**config.mk**
```make
export PLATFORM = sky130hd
export DESIGN_NAME = if_fetch_unit
export DESIGN_NICKNAME = d
export VERILOG_FILES = /design/src/rtl/if_fetch_unit_pkg.sv /design/src/rtl/if_fetch_unit_npc_calc.sv /design/src/rtl/if_fetch_unit.sv
export SDC_FILE = /design/constraint.sdc
export NUM_CORES = 1
export LEC_CHECK = 0
export CAP_MARGIN = 20
export CORE_MARGIN = 1.5
export CORE_UTILIZATION = 45
export DETAILED_ROUTE_END_ITERATION = 7
export PLACE_DENSITY = 0.79
export SYNTH_ARGS = -nofsm -noshare
export SYNTH_HDL_FRONTEND = slang
export SYNTH_SLANG_ARGS = --single-unit
```
**constraint.sdc**
```tcl
create_clock -name clk -period 7.5 [get_ports clk]
set_input_delay 1.5 -clock clk [delete_from_list [all_inputs] [get_ports clk]]
set_output_delay 1.5 -clock clk [all_outputs]
set_load 0.01 [all_outputs]
```
**src/rtl/if_fetch_unit_pkg.sv**
```systemverilog
// Shared definitions for the instruction-fetch stage: next-PC codes, FSM states, reset PC.
// Optional build macro IF_ALIGN_CHECK_EN enables misaligned-target detection in if_fetch_unit.
package if_fetch_unit_pkg;

    localparam logic [31:0] RESET_PC_DEF = 32'h0000_3000;

    localparam logic [3:0] NPC_PLUS4  = 4'd0;
    localparam logic [3:0] NPC_BRANCH = 4'd1;
    localparam logic [3:0] NPC_JUMP   = 4'd2;
    localparam logic [3:0] NPC_JR     = 4'd3;
    localparam logic [3:0] NPC_JALR   = 4'd4;

    typedef enum logic [2:0] {
        ST_IDLE,
        ST_REQ,
        ST_WAIT,
        ST_HOLD,
        ST_HALT
    } fetch_state_e;

endpackage

```
**src/rtl/if_fetch_unit_npc_calc.sv**
```systemverilog
// Combinational next-PC selection from the held PC, instruction index fields and rs.
module if_npc_calc
    import if_fetch_unit_pkg::*;
(
    input  logic [31:0] pc,
    input  logic [25:0] instr,
    input  logic [31:0] rs_data,
    input  logic [3:0]  npc_op,
    output logic [31:0] npc
);

    logic [31:0] pc_plus4;
    logic [31:0] br_off;

    assign pc_plus4 = pc + 32'd4;
    assign br_off   = {{14{instr[15]}}, instr[15:0], 2'b00};

    always_comb begin
        npc = pc_plus4;
        case (npc_op)
            NPC_BRANCH: npc = pc_plus4 + br_off;
            NPC_JUMP:   npc = {pc_plus4[31:28], instr[25:0], 2'b00};
            NPC_JR,
            NPC_JALR:   npc = rs_data;
            default:    npc = pc_plus4;
        endcase
    end

endmodule

```
**src/rtl/if_fetch_unit.sv**
```systemverilog
// Instruction-fetch stage: PC register, single-outstanding imem request FSM, held instruction.
// Define IF_ALIGN_CHECK_EN to add the sticky fetch_err output and HALT on misaligned targets.
module if_fetch_unit
    import if_fetch_unit_pkg::*;
#(
    parameter logic [31:0] RESET_PC = RESET_PC_DEF,
    parameter int unsigned CNT_W    = 32
) (
    input  logic             clk,
    input  logic             rst,
    input  logic [3:0]       npc_op,
    input  logic [31:0]      rs_data,
    input  logic             commit,
    output logic             imem_req,
    output logic [31:0]      imem_addr,
    input  logic             imem_ready,
    input  logic             imem_rvalid,
    input  logic [31:0]      imem_rdata,
    output logic [31:0]      instr,
    output logic [31:0]      pc,
    output logic [31:0]      pc_plus4,
    output logic             instr_valid,
`ifdef IF_ALIGN_CHECK_EN
    output logic             fetch_err,
`endif
    output logic [CNT_W-1:0] retired
);

    fetch_state_e     state_q;
    logic [31:0]      pc_q;
    logic [31:0]      instr_q;
    logic             valid_q;
    logic             req_q;
    logic [CNT_W-1:0] retired_q;
    logic [31:0]      npc;
    logic [31:0]      pc_d;

    if_npc_calc u_npc_calc (
        .pc      (pc_q),
        .instr   (instr_q[25:0]),
        .rs_data (rs_data),
        .npc_op  (npc_op),
        .npc     (npc)
    );

`ifdef IF_ALIGN_CHECK_EN
    logic err_q;
    assign pc_d      = npc;
    assign fetch_err = err_q;
`else
    assign pc_d = npc & 32'hFFFF_FFFC;
`endif

    always_ff @(posedge clk) begin
        if (rst) begin
            state_q   <= ST_IDLE;
            pc_q      <= RESET_PC;
            instr_q   <= '0;
            valid_q   <= 1'b0;
            req_q     <= 1'b0;
            retired_q <= '0;
`ifdef IF_ALIGN_CHECK_EN
            err_q     <= 1'b0;
`endif
        end else begin
            case (state_q)
                ST_IDLE: begin
                    state_q <= ST_REQ;
                    req_q   <= 1'b1;
                end
                ST_REQ: begin
                    if (imem_ready) begin
                        state_q <= ST_WAIT;
                        req_q   <= 1'b0;
                    end
                end
                ST_WAIT: begin
                    if (imem_rvalid) begin
                        instr_q <= imem_rdata;
                        valid_q <= 1'b1;
                        state_q <= ST_HOLD;
                    end
                end
                ST_HOLD: begin
                    if (commit) begin
                        pc_q      <= pc_d;
                        valid_q   <= 1'b0;
                        retired_q <= retired_q + CNT_W'(1);
`ifdef IF_ALIGN_CHECK_EN
                        // A misaligned target still retires the instruction but stops fetching
                        if (npc[1:0] != 2'b00) begin
                            err_q   <= 1'b1;
                            state_q <= ST_HALT;
                        end else begin
                            state_q <= ST_REQ;
                            req_q   <= 1'b1;
                        end
`else
                        state_q   <= ST_REQ;
                        req_q     <= 1'b1;
`endif
                    end
                end
                ST_HALT: begin
                    state_q <= ST_HALT;
                end
                default: begin
                    state_q <= ST_IDLE;
                    req_q   <= 1'b0;
                end
            endcase
        end
    end

    assign imem_req    = req_q;
    assign imem_addr   = pc_q;
    assign instr       = instr_q;
    assign pc          = pc_q;
    assign pc_plus4    = pc_q + 32'd4;
    assign instr_valid = valid_q;
    assign retired     = retired_q;

endmodule
```
==> results.ini, run 1 <==
[logic_synthesis]
ys.flop_type = dfxtp_1
syn_area_per_cell_um2 = 7.58
synth_top_area_cell = dfxtp_1
synthTopCellsByArea = dfxtp_1, a21oi_1, ha_1
ys_seq_area_share_pct = 28.8
synth_top_area_share_pct = 28.8
synthDistinctLibCells = 65
synth_seq_cells = 99
synth_edf_count = 0
synth.cell_area_um2 = 6880
async_flop_share_pct = 0
yosysWarnings = 0
synth_common_cells = nand2_1, a21oi_1, dfxtp_1
synthCells = 907
synth_most_common_cell = nand2_1

[global_route]
grt_overflow = 0
antenna_found_initial = 0
grt_max_degree = 58
grt_pass1_vias = 6993
grt_pass1_wl_mm = 36.6
grt.total_usage_pct = 28.5

[setup_path]
startpoint_type = flop
reg2reg_setup_slack_ns = 3.05
worstPathMaxFanout = 7
cp.required_ns = 6.00
worstSetupStartpoint = imem_addr[2]
endpoint_kind = output pin
path_class = flop to output pin
arrival_ns = 3.64
r2r-start = imem_addr[2]

[cells_and_area]
fin_nets = 1192
fin_area_um2 = 9340
n_fill_cell = 1376
seqCellArea_um2 = 1980
drive_gt1_share_pct = 3.50
fin_cells = 1274
multi_input_area_um2 = 4430
antenna_cells_inserted = 0
area_growth_pct = 35.7

[worst_hold_path]
hp-start = instr[28]
hp-class = flop to flop

[floorplan]
die_h_um = 127
io_pins = 235
die_x_um = 127
start_util_pct = 45.6
fp.dieArea_um2 = 16000
num_rows = 45
core_um2 = 15100

[detailed_routing]
routed_wl_mm = 23.2
drc = 0
routedWlPerCell_um = 18.2
drt_iter0_drc = 494
vias_per_cell = 5.90
antenna_left = 0
drt-pass1-iter-count = 8
vias = 7522

[clocking]
cts_max_path_buffers = 2
postCtsSetupBuffers = 0
clock-root-buffer = clkbuf_16
htreeDepth = 3
clkLatencyLatePin_ns = 0.35
tritoncts = yes
clkSlewWorstSetupHoldPaths_ns = 0.07
cts_sinks = 99
cts_resized = 0
ctsHoldBuffers = 0
cts_inserted_buffers = 9

[timing]
hold_violations = 0
fin_tns_setup_ns = 0
min_period_ns = 5.14
fmax_ghz = 0.195
drv_slew = 0
holdWs_ns = 0.453
skew_ns = 0.00639
setup-violations-final = 0
maxSlewHeadroom_pct = 33.0
fin_crit_sh_pct = 68.5
worst_slew_pin_slew_ns = 1.00
rsz0062_at_grt = false

[placement]
hpwl_mm = 16.8
gp_congestion = 0.919
postPlaceCellArea_um2 = 9070
dp.cells = 1258
io_buffers = 226

[flow_run]
drv_cap = 0

[power_and_ir_drop]
peakVddDrop_v = 0.000104
cellPowerDensity_nw_per_um2 = 123
leakage_nw = 3.40

[run_status]
status = complete, no violations

[flip-flops by register name, indices dropped and copies added, names as in the netlist]
register	count
instr_valid	1
retired	32
imem_req	1
imem_addr	30
instr	32
state_q	3
[stage by stage]
step	setup slack (ns)	utilization, %	power, mW
detailed placement	2.86	60.1	0.714
global placement	2.94	60.0	0.712
CTS	2.43	61.9	1.16
floorplan	3.97	-	0.631
finish	2.36	61.9	1.15
global route	2.24	61.9	1.19
[critical path, stage by stage (launching register included)]
cell,delay [ns]
dfxtp_1,0.47
ha_1,0.26
nand4_1,0.22
nor3_1,0.64
nand4_1,0.50
nor2_1,0.36
xnor2_1,0.23
clkdlybuf4s50_1,0.61
[final timing paths]
check,to,cells after the start
hold / removal,instr[28],2
setup / recovery,pc_plus4[30],7
setup reg to reg,imem_addr[27],14
hold reg to reg,instr[28],2
[per-layer routing]
layer | global-route usage, % | part of all wire (%)
met1 | 35.8 | 42
met2 | 48.2 | 47
met3 | 6.12 | 8.3
met4 | 10.3 | 2.9
met5 | 0 | 0
[kinds of logic after synthesis]
| kind of cell | share of synthesized area, % |
|---|---|
| and+or+nand+nor | 23.4 |
| adders and majority gates | 7.02 |
| buffers and inverters | 7.46 |
| muxes | 0.437 |
| xor gates and xnor gates | 8.53 |
| AOI/OAI and AO/OA | 24.3 |
| other | 0.0545 |
| DFF | 28.8 |
[layout by cell type (no fill, tap or decap), drive strengths merged, types with 5 or more instances in the layout]
cell	instances
and4	8
nand2	120
and3	14
o211ai	11
a211oi	9
inv	21
o21a	5
o21bai	5
nand4	15
buf	11
nand2b	6
a221o	6
xnor2	34
dfxtp	99
clkbuf	10
a31oi	6
or3	12
a21o	13
nor2b	6
nor3	21
a21oi	102
clkdlybuf4s50	225
nand3	33
conb	6
a221oi	23
xor2	33
o21ai	54
nor2	81
ha	37
[cell type report]
cell class	instances	share of cell area, %
tap	188	2.52
multi-input combinational	715	47.5
timing repair buffer	236	25.1
clock buffer	10	2.45
clock inverter	6	0.429
inverter	20	0.804
sequential	99	21.2
[report_power, final]
part	leakage [nW]	internal, mW	switching, mW	total, mW
Combinational	2.47	0.0793	0.0794	0.159
Sequential	0.799	0.533	0.0118	0.545
Clock	0.133	0.227	0.223	0.449
Note: power is estimated with default switching activity, not from simulation.
==> run 2: changes to the inputs <==
- clock period: 7.5 -> 4.8 ns (I/O delays scaled with it)
==> run 2 against run 1 <==
Against the previous run: global-route usage increased by 0.48 points; non-clock buffer count is 5 higher; highest routed layer unchanged; largest power group unchanged; critical endpoint is now pc_plus4[24]; utilization is 0.47 points higher.
==> results.ini, run 2 (same netlist as run 1, synthesis figures left out) <==
[power_and_ir_drop]
peakVddDrop_v = 0.000157  ; was 0.000104 V
cellPowerDensity_nw_per_um2 = 201  ; was 123 nW/um2
leakage_nw = 3.44  ; was 3.40 nW

[setup_path]
arrival_ns = 3.61  ; was 3.64 ns
crit_buf_inv = 1  ; unchanged
reg2reg_setup_slack_ns = 0.48  ; was 3.05 ns
critPathMostFrequentCell = nand4_1  ; unchanged
slowest_stage = nor3_1  ; unchanged
path_class = flop to output pin  ; unchanged
cp_top_family = simple AND/OR/NAND/NOR gates  ; unchanged
startpoint_type = flop  ; unchanged
critPathMaxStageDelay_ns = 0.67  ; was 0.64 ns
worstPathMaxFanout = 7  ; unchanged
cp.required_ns = 3.84  ; was 6.00 ns
cp_cell_sequence = ha_1 -> nand4_1 -> nor3_1 -> nand4_1 -> nor2_1 -> xor2_1 -> clkdlybuf4s50_1  ; was ha_1 -> nand4_1 -> nor3_1 -> nand4_1 -> nor2_1 -> xnor2_1 -> clkdlybuf4s50_1
endpoint_kind = output pin  ; unchanged

[timing]
maxSlewHeadroom_pct = 25.7  ; was 33.0%
drv_slew = 0  ; unchanged
rsz0062_at_grt = false  ; unchanged
min_period_ns = 4.57
fin_crit_sh_pct = 95.3
fin_tns_setup_ns = 0  ; unchanged
skew_ns = 0.00798  ; was 0.00639 ns
fmax_ghz = 0.219
setup-violations-final = 0  ; unchanged
worst_slew_pin_slew_ns = 1.11  ; was 1.00 ns
hold_violations = 0  ; unchanged
fin_ws_ns = 0.227  ; was 2.36 ns

[cells_and_area]
final_cell_mix = clkdlybuf4s50_1, nand2_1, a21oi_1, dfxtp_1, nor2_1  ; unchanged
multi_input_area_um2 = 4430  ; unchanged
seqCellArea_um2 = 1980  ; unchanged
area_growth_pct = 36.8  ; was 35.7%
fin_area_um2 = 9410  ; was 9340 um2
n_fill_cell = 1365  ; was 1376
drive_gt1_share_pct = 4.03  ; was 3.50%
fin_nets = 1197  ; was 1192
antenna_cells_inserted = 0  ; unchanged
mostFrequentLayoutCell = clkdlybuf4s50_1  ; unchanged

[detailed_routing]
drt-pass1-iter-count = 4  ; was 8
antenna_left = 0  ; unchanged
drc = 0  ; unchanged
vias = 7532  ; was 7522
routed_wl_mm = 23.4  ; was 23.2 mm
vias_per_cell = 5.89  ; was 5.90
drt_iter0_drc = 554  ; was 494
routedWlPerCell_um = 18.3  ; was 18.2 um

[clocking]
cts_sinks = 99  ; unchanged
cts_max_path_buffers = 2  ; unchanged
ctsHoldBuffers = 0  ; unchanged
cts_inserted_buffers = 9  ; unchanged
htreeDepth = 3  ; unchanged
clkSlewWorstSetupHoldPaths_ns = 0.07  ; about the same
postCtsSetupBuffers = 0  ; unchanged
clock-root-buffer = clkbuf_16  ; unchanged
cts_resized = 0  ; unchanged
tritoncts = yes  ; unchanged
clkLatencyLatePin_ns = 0.36  ; was 0.35 ns

[floorplan]
io_pins = 235  ; unchanged
fp.dieArea_um2 = 16000  ; unchanged
core_um2 = 15100  ; unchanged
num_rows = 45  ; unchanged
die_h_um = 127  ; unchanged
start_util_pct = 45.6  ; unchanged
die_x_um = 127  ; unchanged

[global_route]
grt_pass1_wl_mm = 37.0  ; was 36.6 mm
grt_pass1_vias = 7118  ; was 6993
grt.total_usage_pct = 29.0  ; was 28.5%
antenna_found_initial = 0  ; unchanged
grt_overflow = 0  ; unchanged
grt_max_degree = 58  ; unchanged

[placement]
io_buffers = 226  ; unchanged
gp_congestion = 0.937  ; was 0.919
postPlaceCellArea_um2 = 9100  ; was 9070 um2
place_ws_ns = 0.589  ; was 2.86 ns
hpwl_mm = 16.9  ; was 16.8 mm

[run_status]
status = complete, no violations  ; unchanged

[worst_hold_path]
hp-class = flop to flop  ; unchanged

[flow_run]
drv_cap = 0  ; unchanged

## run 2: cell types whose count changed in the layout (fill, tap and decap cells not counted), sizes merged
cell,delta
bufinv,+1
clkinv,-2
inv,+1
buf,+5
## run 2: per-layer routing
metal	routed length, um	vias to the layer above	part of all wire [%]	global-route usage, %
met5	0	-	0	0
met4	682	0	2.9	11.9
met1	10000	3552	43	36.6
met3	1700	47	7.3	4.89
li1	-	3602	-	-
met2	11000	331	47	49.1
## run 2: final timing paths
path | startpoint | end | cells after the start
max | imem_addr[2] | pc_plus4[24] | 7
min reg2reg | instr[30] | instr[30] | 2
min | instr[30] | instr[30] | 2
max reg2reg | imem_addr[2] | imem_addr[27] | 14
## run 2: worst register-to-register path: stages (launching register included)
cell and delay (ns):
dfxtp_1 0.47, ha_1 0.27, nand4_1 0.23, nor3_1 0.68, nand4_1 0.41, nor2_1 0.22, xor2_1 0.36, ha_1 0.38
a21o_1 0.19, a21o_1 0.17, a21oi_1 0.28, nand3_1 0.11, mux2i_1 0.14, nor2_1 0.06, o41ai_1 0.27
## run 2: metrics by stage
| step | std cells | utilization (%) | hold slack [ns] | power [mW] |
|---|---|---|---|---|
| 2_1_floorplan | 912 | - | 0.481 | 0.986 |
| 3_3_place_gp | 1263 | 60.3 | 0.444 | 1.12 |
| 3_5_place_dp | 1263 | 60.3 | 0.447 | 1.12 |
| 4_1_cts | 1279 | 62.4 | 0.457 | 1.90 |
| 5_1_grt | 1279 | 62.4 | 0.494 | 1.95 |
| 6_report | 1279 | 62.4 | 0.455 | 1.89 |
## run 2: report_power, final
part,switching [mW],total (mW),internal [mW]
Sequential,0.0176,0.850,0.833
Clock,0.360,0.786,0.426
Combinational,0.126,0.252,0.126
Total,0.504,1.89,1.39
## run 2: layout make-up
type                    count  share of cell area [%]
clock inverters             6                   0.758
clock buffers              10                    2.54
well taps                 188                    2.50
inverters                  20                   0.798
multi-input cells         715                    47.1
repair buffers            241                    25.2
flip-flops and latches     99                    21.1
==> run 3: changes to the inputs <==
- CORE_ASPECT_RATIO: default -> 1.75
==> run 3 against run 2 <==
Against the previous run: clock-buffer cell count shrank 1; routed wire length increased by 2.0%; sequential share of layout area barely moved; non-clock buffer count shrank 1; highest routed layer unchanged.
==> results.ini, run 3 (same netlist as run 1, synthesis figures left out) <==
[detailed_routing]
antenna_left = 0  ; unchanged
routedWlPerCell_um = 18.7  ; was 18.3 um
routed_wl_mm = 23.9  ; was 23.4 mm
vias = 7420  ; was 7532
vias_per_cell = 5.82  ; was 5.89
drt-pass1-iter-count = 6  ; was 4
drc = 0  ; unchanged
drt_iter0_drc = 389  ; was 554

[setup_path]
startpoint_type = flop  ; unchanged
critPathMaxStageDelay_ns = 0.66  ; was 0.67 ns
slowest_stage = or4_4  ; was nor3_1
path_class = flop to output pin  ; unchanged
worstPathMaxFanout = 7  ; unchanged
cp_top_family = simple AND/OR/NAND/NOR gates  ; unchanged
cp_cell_sequence = nand3_1 -> or4_4 -> nor3_4 -> and3_1 -> xor2_1 -> clkdlybuf4s50_1  ; was ha_1 -> nand4_1 -> nor3_1 -> nand4_1 -> nor2_1 -> xor2_1 -> clkdlybuf4s50_1
crit_buf_inv = 1  ; unchanged
endpoint_kind = output pin  ; unchanged
arrival_ns = 3.18  ; was 3.61 ns
cp.required_ns = 3.84  ; about the same

[global_route]
grt_max_degree = 84  ; was 58
grt.total_usage_pct = 29.6  ; was 29.0%
grt_pass1_vias = 7271  ; was 7118
grt_pass1_wl_mm = 37.1  ; was 37.0 mm
grt_overflow = 0  ; unchanged
antenna_found_initial = 1  ; was 0

[timing]
hold_violations = 0  ; unchanged
drv_slew = 0  ; unchanged
skew_ns = 0.0105  ; was 0.00798 ns
rsz0062_at_grt = false  ; unchanged
setup-violations-final = 0  ; unchanged
min_period_ns = 4.14  ; was 4.57 ns
fin_crit_sh_pct = 86.3  ; was 95.3%
fin_tns_setup_ns = 0  ; unchanged
maxSlewHeadroom_pct = 37.8  ; was 25.7%
worst_slew_pin_slew_ns = 0.932  ; was 1.11 ns
fmax_ghz = 0.241  ; was 0.219 GHz

[clocking]
postCtsSetupBuffers = 0  ; unchanged
cts_max_path_buffers = 2  ; unchanged
ctsHoldBuffers = 0  ; unchanged
clkSlewWorstSetupHoldPaths_ns = 0.08  ; was 0.07 ns
clkLatencyLatePin_ns = 0.35  ; was 0.36 ns
htreeDepth = 3  ; unchanged
clock-root-buffer = clkbuf_16  ; unchanged
cts_resized = 0  ; unchanged
cts_sinks = 99  ; unchanged
tritoncts = yes  ; unchanged
cts_inserted_buffers = 9  ; unchanged

[cells_and_area]
fin_nets = 1196  ; was 1197
fin_cells = 1274  ; was 1279
final_cell_mix = clkdlybuf4s50_1, nand2_1, a21oi_1, dfxtp_1, nor2_1  ; unchanged
drive_gt1_share_pct = 3.94  ; was 4.03%
mostFrequentLayoutCell = clkdlybuf4s50_1  ; unchanged
area_growth_pct = 36.9  ; was 36.8%

[power_and_ir_drop]
leakage_nw = 3.45  ; was 3.44 nW
peakVddDrop_v = 0.000142  ; was 0.000157 V
cellPowerDensity_nw_per_um2 = 200  ; was 201 nW/um2
power_mw = 1.88  ; was 1.89 mW

[floorplan]
fp.dieArea_um2 = 16100  ; was 16000 um2
io_pins = 235  ; unchanged
die_x_um = 96.5  ; was 127 um
die_h_um = 167  ; was 127 um
num_rows = 59  ; was 45
core_um2 = 14900  ; was 15100 um2
start_util_pct = 46.1  ; was 45.6%

[run_status]
status = complete, no violations  ; unchanged

[flow_run]
drv_cap = 0  ; unchanged

[placement]
gp_congestion = 0.956  ; was 0.937
io_buffers = 226  ; unchanged
hpwl_mm = 18.0  ; was 16.9 mm
dp.cells = 1256  ; was 1263

[worst_hold_path]
hp-class = flop to flop  ; unchanged

-- run 3: cell types whose count changed in the layout (fill, tap and decap cells not counted), sizes merged --
cell,before,now
clkinvlp,1,0
diode,0,1
clkbuf,10,9
clkinv,2,4
buf,16,15
-- run 3: where the power goes --
part	leakage, nW	internal, mW	total [mW]	switching, mW
Clock	0.157	0.421	0.784	0.363
Sequential	0.799	0.833	0.851	0.0180
Combinational	2.49	0.124	0.248	0.124
Total	3.45	1.38	1.88	0.505
-- run 3: final timing paths --
path | startpoint | cells after the start | slack (ns) | endpoint
setup / recovery | imem_addr[2] | 6 | 0.66 | pc_plus4[25]
hold / removal | instr[30] | 2 | 0.46 | instr[30]
setup reg to reg | imem_addr[2] | 12 | 0.81 | imem_addr[30]
hold reg to reg | instr[30] | 2 | 0.46 | instr[30]
-- run 3: worst reg2reg max path: stages (launching register included) --
cell	delay, ns
dfxtp_1	0.48
nand3_1	0.22
or4_4	0.67
nor2_1	0.16
xor2_1	0.36
ha_1	0.34
a21o_1	0.21
o21a_1	0.21
o41ai_1	0.38
o211ai_1	0.28
and3_1	0.27
a211o_1	0.29
nand3_1	0.07
-- run 3: per-layer routing --
metal	GRT usage, %	up-vias	wire length, um
li1	-	3587	-
met1	30.2	3475	8390
met2	54.1	279	12800
met3	5.16	79	1360
met4	16.9	0	1300
met5	0	-	0
-- run 3: area by class of cell --
cell class | instances | area (um2)
fill | 1363 | 5500
antenna | 1 | 2.50
tap | 183 | 229
clock inverter | 7 | 95.1
sequential | 99 | 1980
clock buffer | 9 | 225
inverter | 20 | 75.1
timing repair buffer | 240 | 2370
multi-input combinational | 715 | 4430
-- run 3: metrics by stage --
stage          hold WS (ns)  setup WS [ns]  area [um2]  utilization (%)
2_1_floorplan         0.481           1.27        6900                -
3_3_place_gp          0.443          0.966        9080             60.9
3_5_place_dp          0.448          0.910        9080             60.9
4_1_cts               0.458          0.699        9400             63.0
5_1_grt               0.478          0.486        9420             63.1
6_report              0.456          0.658        9420             63.1
